$ cat config.mk
export PLATFORM = sky130hd
export DESIGN_NAME = sdram_init_refresh
export DESIGN_NICKNAME = d
export VERILOG_FILES = /design/src/rtl/sdram_pkg.sv /design/src/rtl/sdram_delay_counter.sv /design/src/rtl/sdram_init_refresh.sv
export SDC_FILE = /design/constraint.sdc
export NUM_CORES = 1
export LEC_CHECK = 0
export CORE_MARGIN = 2
export CORE_UTILIZATION = 45
export DETAILED_ROUTE_END_ITERATION = 10
export GPL_ROUTABILITY_DRIVEN = 1
export GPL_TIMING_DRIVEN = 0
export PLACE_DENSITY = 0.67
export SYNTH_ARGS = -nofsm -noshare
export SYNTH_HDL_FRONTEND = slang
export SYNTH_SLANG_ARGS = --single-unit
export TNS_END_PERCENT = 50
$ cat constraint.sdc
create_clock -name clock_50mhz -period 3.6 [get_ports clock_50mhz]
set_input_delay 0.72 -clock clock_50mhz [delete_from_list [all_inputs] [get_ports clock_50mhz]]
set_output_delay 0.72 -clock clock_50mhz [all_outputs]
set_load 0.1 [all_outputs]
$ cat src/rtl/sdram_pkg.sv
// sdram_pkg: command encodings, sequencer states and mode-register fields shared by the SDRAM init/refresh block
package sdram_pkg;
    localparam logic [3:0] CMD_NOP = 4'b0111;
    localparam logic [3:0] CMD_PRE = 4'b0010;
    localparam logic [3:0] CMD_REF = 4'b0001;
    localparam logic [3:0] CMD_LMR = 4'b0000;
    localparam logic [3:0] CMD_INH = 4'b1111;
    localparam logic [2:0] MR_BL1 = 3'b000;
    localparam logic [2:0] MR_CL2 = 3'b010;
    localparam logic MR_SEQ = 1'b0;
    localparam logic MR_WB_PROG = 1'b0;
    localparam logic [12:0] MODE_DEFAULT = {3'b000, MR_WB_PROG, 2'b00, MR_CL2, MR_SEQ, MR_BL1};
    typedef enum logic [3:0] {PWRUP, PRE, WRP, IREF, WRFC, LMR, WMRD, IDLE, RREF, RWAIT} state_t;
    function automatic int imax(input int a, input int b);
        return a > b ? a : b;
    endfunction
endpackage

$ cat src/rtl/sdram_delay_counter.sv
// sdram_delay_counter: loadable down-counter that stops at zero
// Ports: clk/rst clock and async active-high reset; load/din parallel load; value current count; zero flag
module sdram_delay_counter #(
    parameter int W = 8,
    parameter logic [W-1:0] RST_VAL = '0
) (
    input  logic         clk,
    input  logic         rst,
    input  logic         load,
    input  logic [W-1:0] din,
    output logic [W-1:0] value,
    output logic         zero
);
    assign zero = value == '0;
    always_ff @(posedge clk or posedge rst)
        if (rst) value <= RST_VAL;
        else if (load) value <= din;
        else if (!zero) value <= value - 1'b1;
endmodule

$ cat src/rtl/sdram_init_refresh.sv
// sdram_init_refresh: JEDEC power-up sequencer and periodic auto-refresh owner of the SDRAM command bus
// Ports: clock_50mhz/pin_reset clock and async active-high reset; ref_gnt controller grant;
//        init_done, ref_req, ref_done, ref_late status; bus_own command-mux select;
//        cke, cs_n, ras_n, cas_n, we_n, ba, addr registered SDRAM command outputs
module sdram_init_refresh
    import sdram_pkg::*;
#(
    parameter int CLK_MHZ = 50,
    parameter int POWERUP_US = 200,
    parameter int T_RP = 2,
    parameter int T_RFC = 4,
    parameter int T_MRD = 2,
    parameter int INIT_REFRESH = 8,
    parameter int REFRESH_PERIOD = 390,
    parameter logic [12:0] MODE_REG = MODE_DEFAULT
) (
    input  logic        clock_50mhz,
    input  logic        pin_reset,
    input  logic        ref_gnt,
    output logic        init_done,
    output logic        ref_req,
    output logic        ref_done,
    output logic        ref_late,
    output logic        bus_own,
    output logic        cke,
    output logic        cs_n,
    output logic        ras_n,
    output logic        cas_n,
    output logic        we_n,
    output logic [1:0]  ba,
    output logic [12:0] addr
);
    localparam int POWERUP_CYC = POWERUP_US * CLK_MHZ;
    localparam int DW = $clog2(imax(POWERUP_CYC, imax(T_RP, imax(T_RFC, T_MRD))) + 1);
    localparam int TW = $clog2(imax(REFRESH_PERIOD, 2));
    localparam int RW = $clog2(imax(INIT_REFRESH, 2));
    // a wait state lasts T-1 cycles, so its counter is loaded with T-2
    localparam logic [DW-1:0] RP_LD = DW'(imax(T_RP - 2, 0));
    localparam logic [DW-1:0] RFC_LD = DW'(imax(T_RFC - 2, 0));
    localparam logic [DW-1:0] MRD_LD = DW'(imax(T_MRD - 2, 0));
    state_t state, nxt;
    logic ld, dz, rdec, fin, wrap;
    logic [DW-1:0] ld_val, dly_value_unused;
    logic [RW-1:0] rcnt;
    logic [TW-1:0] tmr;
    // the reset period is not a counted cycle, so power-up starts one above POWERUP_CYC-1
    sdram_delay_counter #(.W(DW), .RST_VAL(DW'(POWERUP_CYC))) u_dly (
        .clk(clock_50mhz),
        .rst(pin_reset),
        .load(ld),
        .din(ld_val),
        .value(dly_value_unused),
        .zero(dz)
    );
    always_ff @(posedge clock_50mhz or posedge pin_reset)
        if (pin_reset) state <= PWRUP;
        else state <= nxt;
    always_comb begin
        nxt = state;
        ld = 1'b0;
        ld_val = '0;
        rdec = 1'b0;
        fin = 1'b0;
        case (state)
            PWRUP: nxt = dz ? PRE : PWRUP;
            PRE: begin
                nxt = T_RP > 1 ? WRP : IREF;
                ld = 1'b1;
                ld_val = RP_LD;
            end
            WRP: nxt = dz ? IREF : WRP;
            IREF, WRFC: begin
                // rcnt holds the refreshes still owed after the current one
                if (state == WRFC ? dz : T_RFC == 1) begin
                    nxt = rcnt == '0 ? LMR : IREF;
                    rdec = rcnt != '0;
                end else if (state == IREF) begin
                    nxt = WRFC;
                    ld = 1'b1;
                    ld_val = RFC_LD;
                end
            end
            LMR: begin
                nxt = T_MRD > 1 ? WMRD : IDLE;
                ld = 1'b1;
                ld_val = MRD_LD;
            end
            WMRD: nxt = dz ? IDLE : WMRD;
            IDLE: nxt = ref_req && ref_gnt ? RREF : IDLE;
            RREF: begin
                nxt = T_RFC > 1 ? RWAIT : IDLE;
                fin = T_RFC == 1;
                ld = 1'b1;
                ld_val = RFC_LD;
            end
            RWAIT: begin
                nxt = dz ? IDLE : RWAIT;
                fin = dz;
            end
            default: nxt = PWRUP;
        endcase
    end
    assign wrap = init_done && tmr == TW'(REFRESH_PERIOD - 1);
    // outputs are registered from the next state so each command appears in the cycle its state occupies
    always_ff @(posedge clock_50mhz or posedge pin_reset)
        if (pin_reset) begin
            cke <= 1'b0;
            {cs_n, ras_n, cas_n, we_n} <= CMD_INH;
            ba <= '0;
            addr <= '0;
            init_done <= 1'b0;
            ref_req <= 1'b0;
            ref_done <= 1'b0;
            ref_late <= 1'b0;
            bus_own <= 1'b1;
            rcnt <= RW'(INIT_REFRESH - 1);
            tmr <= '0;
        end else begin
            cke <= 1'b1;
            {cs_n, ras_n, cas_n, we_n} <= nxt == PRE ? CMD_PRE :
                (nxt == IREF || nxt == RREF) ? CMD_REF : nxt == LMR ? CMD_LMR : CMD_NOP;
            ba <= '0;
            addr <= nxt == PRE ? 13'h0400 : nxt == LMR ? MODE_REG : 13'h0000;
            init_done <= init_done || nxt == IDLE;
            bus_own <= nxt != IDLE;
            ref_done <= fin;
            ref_req <= (ref_req && !fin) || (wrap && !ref_req);
            ref_late <= ref_late || (wrap && ref_req);
            if (rdec) rcnt <= rcnt - 1'b1;
            if (init_done) tmr <= wrap ? '0 : tmr + 1'b1;
        end
endmodule

## Word level (Yosys, flattened, before mapping)

Cells that the tools add are included.

- Equality and inequality tests: 17
- Reduce and logical (&&, ||, !) cells: 17
- Add/sub/neg operators: 3
- Multiplexer cells: 27

Operators by type and width:

| cell | number |
|---|---|
| 4-bit one-hot mux with 9 select lines | 1 |
| 14-bit two-way mux | 2 |
| 4-bit by 3-bit == test with 1-bit output (second input constant) | 6 |
| 4-bit two-way mux | 4 |
| 14-bit logical NOT | 1 |
| 14-bit by 1-bit subtractor with 14-bit output (second input constant) | 1 |
| 4-bit by 2-bit == test with 1-bit output (second input constant) | 3 |
| 4-bit == test (second input constant) | 3 |
| 3-bit two-way mux | 4 |
| 11-bit two-way mux | 1 |
| 9-bit by 1-bit adder with 9-bit output (second input constant) | 1 |
| 9-bit == test (second input constant) | 1 |
| 1-bit two-way mux | 9 |
| 9-bit two-way mux | 1 |
| 4-bit by 1-bit == test with 1-bit output (second input constant) | 2 |
| 6-bit two-way mux | 1 |
| 1-bit logical AND | 5 |
| 4-bit logical NOT | 1 |
| 1-bit logical OR | 4 |
| 2-bit two-way mux | 2 |
| 4-bit by 3-bit != test with 1-bit output (second input constant) | 1 |
| 2-bit one-hot mux with 2 select lines | 1 |
| 3-bit logical NOT | 1 |
| 3-bit nonzero test | 1 |
| 6 further kinds | 7 |

- Output and inout port bits: 25
- Bits of input ports: 3
- Bits in registers: 51

## Logic depth before layout (Yosys ltp)

- Depth after elaboration: 8
- Depth in mapped cells: 9

## By module

From an unflattened synthesis, not the netlist that was laid out.

- Cell total of the unflattened synthesis: 221
- Area, all modules: 2,244.7 µm²

By module, submodules not included:

| module | area an instance (µm²) | cells an instance | times used |
|---|---|---|---|
| sdram_init_refresh | 1,441.4 | 137 | 1 |
| sdram_delay_counter | 803.3 | 84 | 1 |

## Worst setup path after synthesis

No wires, ideal clock.

- Path type: flip-flop to flip-flop
- Start point: register init_done
- End point: register tmr[8]
- Setup slack: 1,510 ps
- Arrival time: 2,012 ps
- Stages on the path, launching flop included: 6
- Period minus slack after synthesis: 2,090 ps
- Setup time: 78 ps
- Path through: dfrtp_1 clkbuf_1 and4_1 nand3_1 or3_1 a21oi_1

- Longest elaborated chain between the ends: 2

RTL lines:

| element | line | text |
|---|---|---|
| from (decl) | sdram_init_refresh.sv:20 | `output logic init_done,` |
| from (signal assigned) | sdram_init_refresh.sv:111 | `init_done <= 1'b0;` |
| from (signal assigned) | sdram_init_refresh.sv:124 | `init_done <= init_done \|\| nxt == IDLE;` |
| 1-bit logical AND | sdram_init_refresh.sv:103 | `assign wrap = init_done && tmr == TW'(REFRESH_PERIOD - 1);` |
| 9-bit two-way mux | sdram_init_refresh.sv:130 | `if (init_done) tmr <= wrap ? '0 : tmr + 1'b1;` |
| to (signal assigned) | sdram_init_refresh.sv:130 |  |
| to (decl) | sdram_init_refresh.sv:45 | `logic [TW-1:0] tmr;` |

Parallel ways exist; a longest one is shown, timed or not.
A chain may end at the register's enable or synchronous reset.

## Final worst setup path

- Start point: register cs_n
- End point: output port cs_n

RTL lines:

| element | line | text |
|---|---|---|
| from (decl) | sdram_init_refresh.sv:26 | `output logic cs_n,` |
| from (signal assigned) | sdram_init_refresh.sv:120 | `{cs_n, ras_n, cas_n, we_n} <= nxt == PRE ? CMD_PRE :` |

No word-level cell between the ends.

==> reports/qor.csv <==
metric,value,unit
Wirelength per Cell,12.3,um
postcts setup bufs,0,
#FFs+latches synth,42,
routability cong.,0.822,
Syn Inst Count,212,
Critical path destination,cs_n,
period utilization,74.2,%
Iteration-0 DRC Markers,87,
worst-skew pair later-pin latency,300,ps
r2r worst-path depth,5,
final setup fails,0,
Yosys warnings,0,
CP max FO,1,
Core Footprint,4660,um2
hold crit path type,reg2reg,
All-Layer GR Usage,15.2,%
Mean Syn Cell Area,10.2,um2
r2r endpoint,state[3]$_DFF_PP0_,
Die Ht,73.3,um
worst r2r src,u_dly.value[6]$_DFFE_PP0P_,
DR pass1 iterations,4,
CTS H-tree lvls,2,
Setup Crit Path Kind,reg2out,
Sw Ratio,26.2,%
CTS tree,built,
max-slew violation count,0,
PwrDens,372,nW/um2
vias in the first global route,1411,
Synth top area share,33.6,%
Worst-Margin Slew,963,ps
largest net degree at the start of global routing,43,
Clk pwr share,39.9,%
R2R setup slack,1450,ps
Num CTS Buffers,5,
maximum VDD drop,0.221,mV
DP Worst Slack,1260,ps
clk buf depth,2,
Switch Pwr,247,uW
Most used DFF post-synth,dfrtp_1,
via count,1487,
Final min period,2670,ps
synthesized cell area,2160,um2
worst path required time,2880,ps
"Async S/R FF share, synth",100,%
Worst path slowest cell,clkdlybuf4s50_1,
Storage cell area,1070,um2
Final Hold Vio Count,0,
DIE WIDTH,73.3,um
Post-layout nets,254,
crit path buf inv count,1,
fmax,374,MHz
largest area contributor in the netlist,dfrtp_1,
leakage power,1.15,nW
Worst Skew,7.94,ps
Rel. slew slack,35.6,%
Antenna diodes,0,
max-cap violations,0,
Worst-path clk slew,80,ps
area of the multi-input gates,970,um2
startpoint type of the worst setup path,flop,
total stage count of the critical path,1,
Placed Cells,293,
drt via density,4.94,
Boundary Pins,28,
sequential-to-total area share from yosys stat,49.4,%
starting density of the core,46.4,%
number of core rows,25,
Root Driver,clkbuf_8,
Post-synth EDFFs,0,
# DRC,0,
setup TNS,0,ps
Worst EP arrival,1950,ps
DP HPWL,2.62,mm
post-synth cell types,49,
Post-Route WL,3.71,mm
unrepaired setup endpoints after global routing,no,
"Largest delay share family, worst path",buffers and inverters,
Die ar.,5370,um2
Post-CTS Resized,0,
Int Power,694,uW
fillcell total,419,
post-route setup slack,930,ps
Crit. End Element,output port,
Seq pwr share,50.4,%
remaining antenna violation count,0,
CTS Sinks,42,
CP peak stage delay,1120,ps
share of post-route cells with drive strength above 1,17.0,%
Area Overhead vs Synth,17.0,%
Layout Cells excl Fill,301,
synth top area cells,"dfrtp_1, dfstp_2, buf_4, xnor2_1, nor2_1",
first-pass GRT wire length,6.20,mm
Design Power,941,uW
status,"finished, final reports clean",
initial antenna violation count,0,
CP Cell Sequence,clkdlybuf4s50_1,
PortBufs,14,
Comb power frac,9.8,%
Worst Setup SP,cs_n$_DFF_PP1_,
gr ovfl total,0,
# hold bufs at CTS,0,
layout by cell type, fill, tap and decap left out, types with 6 or more instances in the layout:
master | Yosys | layout
a21oi_1 | 7 | 7
buf_4 | 13 | 13
clkbuf_1 | 6 | 7
clkdlybuf4s50_1 | 0 | 14
conb_1 | 2 | 15
dfrtp_1 | 29 | 29
dfstp_2 | 13 | 13
inv_1 | 11 | 10
nand2_1 | 15 | 15
nand3_1 | 6 | 6
nor2_1 | 23 | 23
nor3_1 | 7 | 7
xnor2_1 | 10 | 10
xor2_1 | 9 | 9
layer usage:
| layer | GRT usage (%) | up-vias | part of all wire, % |
|---|---|---|---|
| met3 | 4.25 | 7 | 3.2 |
| met5 | 0 | - | 0 |
| met1 | 18.4 | 704 | 47 |
| li1 | - | 757 | - |
| met2 | 25.1 | 19 | 48 |
| met4 | 7.07 | 0 | 2.0 |
power by group through the flow:
stage | clock network [mW] | registers, mW | logic (mW)
2_1_floorplan | 0 | 0.491 | 0.0766
3_3_place_gp | 0 | 0.483 | 0.0925
3_5_place_dp | 0 | 0.483 | 0.0926
4_1_cts | 0.386 | 0.474 | 0.0926
5_1_grt | 0.406 | 0.474 | 0.0962
6_report | 0.375 | 0.474 | 0.0919
how the worst min path moves through the flow:
stage / end / cells past startpoint / startpoint / slack, ps
2_1_floorplan: rcnt[1]$_DFFE_PP1P_ / 2 / rcnt[1]$_DFFE_PP1P_ / 440
3_3_place_gp: ref_late$_DFF_PP0_ / 1 / ref_late$_DFF_PP0_ / 450
3_5_place_dp: ref_late$_DFF_PP0_ / 1 / ref_late$_DFF_PP0_ / 460
4_1_cts: rcnt[1]$_DFFE_PP1P_ / 2 / rcnt[1]$_DFFE_PP1P_ / 470
5_1_grt: rcnt[1]$_DFFE_PP1P_ / 2 / rcnt[1]$_DFFE_PP1P_ / 510
6_report: rcnt[1]$_DFFE_PP1P_ / 2 / rcnt[1]$_DFFE_PP1P_ / 470
logic make-up after synthesis:
group / synth area share [%]
xor+xnor: 8.45
flops: 49.4
compound gates: 8.16
buf+inv: 7.99
other cells: 0.348
fa+ha+maj: 2.90
mux: 0.984
simple gates: 21.8
final cells by class:
type,instances,area share (%)
sequential,42,42.2
multi-input combinational,152,38.4
buffer,20,5.20
clock inverter,2,1.49
timing repair buffer,14,5.54
clock buffer,6,2.87
inverter,11,1.63
tap,54,2.67
state kept, by name (all words and copies together) (netlist names):
signal,cells
rcnt,3
u_dly.value,14
tmr,9
cs_n,1
ref_done,1
ref_req,1
we_n,1
init_done,1
bus_own,1
ref_late,1
cas_n,1
cke,1
ras_n,1
addr,2
state,4
cells in the mapped netlist, types with 2 or more instances:
cell type,count
dfrtp_1,29
nor2_1,23
nand2_1,15
buf_4,13
dfstp_2,13
inv_1,11
xnor2_1,10
xor2_1,9
a21oi_1,7
nor3_1,7
clkbuf_1,6
nand3_1,6
ha_1,5
o21ai_0,5
a31oi_1,4
nor2b_1,4
nand2b_1,3
nand4_1,3
or3_1,3
a21o_1,2
and3_1,2
conb_1,2
nand4b_1,2
nor3b_1,2
o211ai_1,2
per-stage QoR:
| stage | hold slack [ps] | util [%] | instance area [um2] |
|---|---|---|---|
| floorplan | 443 | - | 2210 |
| global placement | 445 | 51.9 | 2420 |
| global route | 511 | 54.2 | 2530 |
| CTS | 473 | 54.2 | 2530 |
| finish | 467 | 54.2 | 2530 |
| detailed placement | 460 | 51.9 | 2420 |
Power figures use the tool's default switching activity.
